<file path="config.mk">
export PLATFORM = sky130hd
export DESIGN_NAME = seq_shift_add_mul
export DESIGN_NICKNAME = d
export VERILOG_FILES = /design/src/rtl/seq_shift_add_mul.sv
export SDC_FILE = /design/constraint.sdc
export NUM_CORES = 1
export LEC_CHECK = 0
export BUFFER_PORTS_ARGS = -buffer_cell sky130_fd_sc_hd__buf_2
export CAP_MARGIN = 25
export CORE_MARGIN = 3
export CORE_UTILIZATION = 61
export DETAILED_ROUTE_END_ITERATION = 10
export MAX_ROUTING_LAYER = met4
export PLACE_DENSITY = 0.8
export SLEW_MARGIN = 20
export SYNTH_ARGS = -nofsm -noshare
export SYNTH_HDL_FRONTEND = slang
export SYNTH_SLANG_ARGS = --single-unit
</file>
<file path="constraint.sdc">
create_clock -name clk -period 5.5 [get_ports clk]
set_input_delay 1.1 -clock clk [delete_from_list [all_inputs] [get_ports clk]]
set_output_delay 1.1 -clock clk [all_outputs]
set_load 0.05 [all_outputs]
</file>
<file path="src/rtl/seq_shift_add_mul.sv">
// Sequential shift-and-add unsigned multiplier: one partial product per clock,
// WIDTH iterations per operation, registered product with a one-cycle done pulse.
module seq_shift_add_mul #(
  parameter int unsigned WIDTH = 4
) (
  input  logic                 clk,
  input  logic                 rst,
  input  logic                 start,
  input  logic [WIDTH-1:0]     a,
  input  logic [WIDTH-1:0]     b,
  output logic [2*WIDTH-1:0]   product,
  output logic                 busy,
  output logic                 done
);

  localparam int unsigned PW = 2 * WIDTH;
  localparam int unsigned CW = $clog2(WIDTH + 1);

  typedef enum logic {
    IDLE = 1'b0,
    RUN  = 1'b1
  } state_t;

  state_t          state;
  logic [PW-1:0]   acc;
  logic [PW-1:0]   mcand;
  logic [WIDTH-1:0] mplier;
  logic [CW-1:0]   cnt;
  logic [PW-1:0]   acc_next;

  // Running sum after this cycle's conditional add; also the final product.
  always_comb begin
    acc_next = acc;
    if (mplier[0]) begin
      acc_next = acc + mcand;
    end
  end

  always_ff @(posedge clk) begin
    if (rst) begin
      state   <= IDLE;
      acc     <= '0;
      mcand   <= '0;
      mplier  <= '0;
      cnt     <= '0;
      product <= '0;
      busy    <= 1'b0;
      done    <= 1'b0;
    end else begin
      done <= 1'b0;
      unique case (state)
        IDLE: begin
          if (start) begin
            acc    <= '0;
            mcand  <= PW'(a);
            mplier <= b;
            cnt    <= '0;
            busy   <= 1'b1;
            state  <= RUN;
          end
        end
        RUN: begin
          acc    <= acc_next;
          mcand  <= mcand << 1;
          mplier <= mplier >> 1;
          cnt    <= cnt + CW'(1);
          // Last iteration: publish result and return to IDLE in the same edge.
          if (cnt == CW'(WIDTH - 1)) begin
            product <= acc_next;
            done    <= 1'b1;
            busy    <= 1'b0;
            state   <= IDLE;
          end
        end
        default: state <= IDLE;
      endcase
    end
  end

endmodule

</file>
Word-level counts from Yosys, hierarchy flattened
Cells that the tools add are included.

Flip-flop bits (word level): 34. Input port bits: 11. Output and inout port bits: 10. Word-level logic and storage cells: 33.

Add/subtract/negate cells: 2. Equality and inequality tests: 3. Muxes and demuxes: 16. Bitwise gates (word level): 1. Reductions and logical operators: 3.

Operator list (number): 8-bit one-hot mux with 2 select lines (2); 8-bit two-way mux (3); 8-bit adder (1); 4-bit one-hot mux with 2 select lines (1); 3-bit one-hot mux with 2 select lines (1); 1-bit two-way mux (5); 4-bit two-way mux (1); 1-bit one-hot mux with 2 select lines (2); 2-bit AND reduction (2); 3-bit by 1-bit adder with 3-bit output (second input constant) (1); 3-bit by 2-bit == test with 1-bit output (second input constant) (1); 3-bit two-way mux (1); 2-bit by 1-bit inequality test with 1-bit output (second input constant) (1); 2-bit inequality test (second input constant) (1); 2-bit OR reduction (1); 1-bit NOT (1).

Depth between registers and ports, before layout
Word-level depth: 3. Gate-level depth with buffers: 8. Mapped depth without buffers: 7.

Worst setup path after synthesis
Ideal clock, no wire load.

Kind: input-to-reg. From: input port rst. To: register product[6]. Setup time: 0.063 ns. Data arrival time: 2.192 ns. Data required time: 5.437 ns. Slack: 3.245 ns. Stages on the path: 5. Path buffers: 2. Cell sequence: clkbuf_1 -> or2_2 -> clkbuf_1 -> or4_1 -> nand3_1.

RTL lines: from (decl) (RTL line 7) `input logic rst,`; to (signal assigned) (RTL line 69) `product <= acc_next;`; to (decl) (RTL line 11) `output logic [2*WIDTH-1:0] product,`.

==> qor.yml <==
drc_errors: 0
synth_nets: 206
p_comb_share_pct: 7.8
ir_drop_uv: 344
min_path_type: "reg -> reg"
diodes: 0
io_buffers: 20
cts_tree: "done"
crit_slowest_cell: "or4_1"
clock.fmax_ghz: 0.487
first_global_vias: 1213
synth.most_common_cell: "dfxtp_1"
synth_edf_count: 0
critPathCaptureType: "flip-flop"
setup_viol: 0
wl_per_cell_um: 13.2
min_period_ps: 2050
slowest_delay_ps: 480
clk_latency_ps: 340
synth_seq_cells: 34
tightest_slew_ps: 693
cap_viol_max_count: 0
ctsResizeCount: 0
grt_max_degree: 38
crit_arrival_ps: 2330
synth_top_area_share_pct: 41.2
cts_buffers: 5
netlist_area_mm2: 0.00165
grt_first_pass_wirelength_um: 5200
die_width_um: 58.0
die_h_um: 58.0
crit_type: "in -> reg"
drt_iter0_drc: 22
ctsHoldBuffers: 0
start_util_pct: 65.5
ys_async_sr_fraction_pct: 0
finalCritPeriodShare_pct: 37.3
via_per_inst: 5.76
final.fill_count: 196
status: "completed"
post-cts-setup-buffers: 0
synth_area_leaders: "dfxtp_1 41%, mux2i_1 8.5%, ha_1 6.8%, nor2_1 6.4%, a21oi_1 5.5%"
synth_area_leader_cell: "dfxtp_1"
final_layout_size_suffix_gt1_share_pct: 15.8
setup_tns_ps: 0
antenna_found_initial: 0
cts_root_buffer: "clkbuf_4"
fin_hold_ws_ps: 461
h-tree-depth: 2
ys_types: 37
rows: 18
grt_setup_unrepaired: "no"
routed-via-count: 1336
max-slew-margin-rel_pct: 53.8
avgSynthCellArea_um2: 8.93
antenna_left: 0
fin_skew_ps: 8.09
intPower_w: 0.000355
postSynthCellCount: 185
synth_common_cells: "34 x dfxtp_1, 28 x nor2_1, 18 x a21oi_1"
dr.pass1.iters: 4
cp.required_ps: 5780
leakagePower_nw: 0.788
finalMaxSlewViolations: 0
powerDensity_mw_per_mm2: 256
power_frac_seq_pct: 56.2
gp_congestion: 0.859
worstPathCellList: "buf_2 -> or2_2 -> or4_1 -> nand3_1"
clockBufferDepth: 2
hold_violations: 0
crit_family: "simple AND/OR/NAND/NOR gates"
ys_seq_area_share_pct: 41.2
grt_overflow: 0
fin_util_pct: 72.3
worstSetupStartpointType: "primary input"
worst-path-max-fanout: 26
final_nets: 222
power.clock.fraction_pct: 36.0
crit_buf_inv: 1
clkSinkCount: 34
wirelength_um: 3060
clk_pin_slew_worst_paths_ps: 100
dieArea_mm2: 0.00337
grt_util_all_layers_pct: 20.6
dominantRegCellSynth: "dfxtp_1"
area_delta_synth_final_pct: 10.4
p_switching_w: 0.000112
ios: 21
yosysWarnings: 0
dpl.hpwl_um: 2260
core-area_mm2: 0.00252
switching_share_pct: 24.0
==> placed cells by master (no fill, tap or decap), types with 2 or more instances in the layout <==
cell      count
a211oi_1      2
a21o_1        3
a21oi_1      18
a22oi_1       5
buf_2        20
clkbuf_4      5
clkbuf_8      3
dfxtp_1      33
ha_1          9
inv_1         4
mux2i_1      14
nand2_1       9
nand2b_1      2
nand3_1       3
nor2_1       28
nor2b_1       2
nor3_1        2
nor3b_1       6
o211ai_1      2
o21a_1        2
o21ai_0       9
xnor2_1       3
xor2_1        3
==> layout make-up <==
| type | instances | area, um^2 | area share (%) |
|---|---|---|---|
| sequential | 34 | 682 | 37.4 |
| inverter | 4 | 15.0 | 0.824 |
| clock buffer | 8 | 78.8 | 4.32 |
| tap | 30 | 37.5 | 2.06 |
| multi-input combinational | 136 | 910 | 49.9 |
| timing repair buffer | 20 | 100 | 5.49 |
==> power by group through the flow <==
stage / sequential, W / clock (W) / combinational [W]
6_report: 0.000262 / 0.000168 / 0.0000362
4_1_cts: 0.000262 / 0.000173 / 0.0000363
3_5_place_dp: 0.000268 / 0 / 0.0000363
3_3_place_gp: 0.000267 / 0 / 0.0000351
5_1_grt: 0.000264 / 0.000181 / 0.0000411
2_1_floorplan: 0.000263 / 0 / 0.0000323
==> metrics by stage <==
step,worst slack [ps],power (W),instance area (um^2),cells
6_report,3450,0.000467,1820,232
5_1_grt,3350,0.000485,1820,232
4_1_cts,3320,0.000472,1820,232
3_5_place_dp,3110,0.000304,1740,224
3_3_place_gp,3140,0.000302,1740,224
2_1_floorplan,3240,0.000295,1650,185
==> routing by layer <==
| layer | global-route usage, % | wire length [um] | vias to the layer above |
|---|---|---|---|
| met5 | - | 0 | - |
| met4 | 5.96 | 27 | 0 |
| met3 | 6.01 | 191 | 2 |
| met2 | 32.9 | 1440 | 35 |
| met1 | 25.2 | 1400 | 613 |
| li1 | - | - | 686 |
==> cells by family (layout without fill, tap and decap cells) <==
| group | count (synthesis) | in the layout | share of synthesized area, % |
|---|---|---|---|
| DFF | 34 | 34 | 41.2 |
| buffers and inverters | 15 | 32 | 3.71 |
| AOI/OAI and AO/OA | 48 | 48 | 18.6 |
| adders and majority gates | 10 | 10 | 8.03 |
| muxes | 14 | 14 | 8.48 |
| xor gates and xnor gates | 6 | 6 | 3.18 |
| and+or+nand+nor | 58 | 58 | 16.7 |
==> worst min-delay path, delay by kind of cell, from the launching register on <==
family | cells | cell delay [ps]
flip-flops | 1 | 340
AND/OR/NAND/NOR | 1 | 50
AO/OA/AOI/OAI | 1 | 50
==> flip-flops by register name, summed over array words and instances, names as in the netlist <==
register / count
acc: 8
busy: 1
cnt: 3
done: 1
mcand: 8
mplier: 4
product: 8
state: 1
==> worst paths after layout <==
path                                              start                 endpoint  slack (ps)  depth (start not counted)
worst max-delay path                                rst  product[6]$_SDFFE_PP0P_        3450                          4
worst max register to register      acc[0]$_SDFFE_PP0P_      acc[6]$_SDFFE_PP0P_        3540                          7
worst min register to register  product[0]$_SDFFE_PP0P_  product[0]$_SDFFE_PP0P_         460                          2
worst min-delay path            product[0]$_SDFFE_PP0P_  product[0]$_SDFFE_PP0P_         460                          2
No activity file was read; power rests on OpenSTA's default activity.
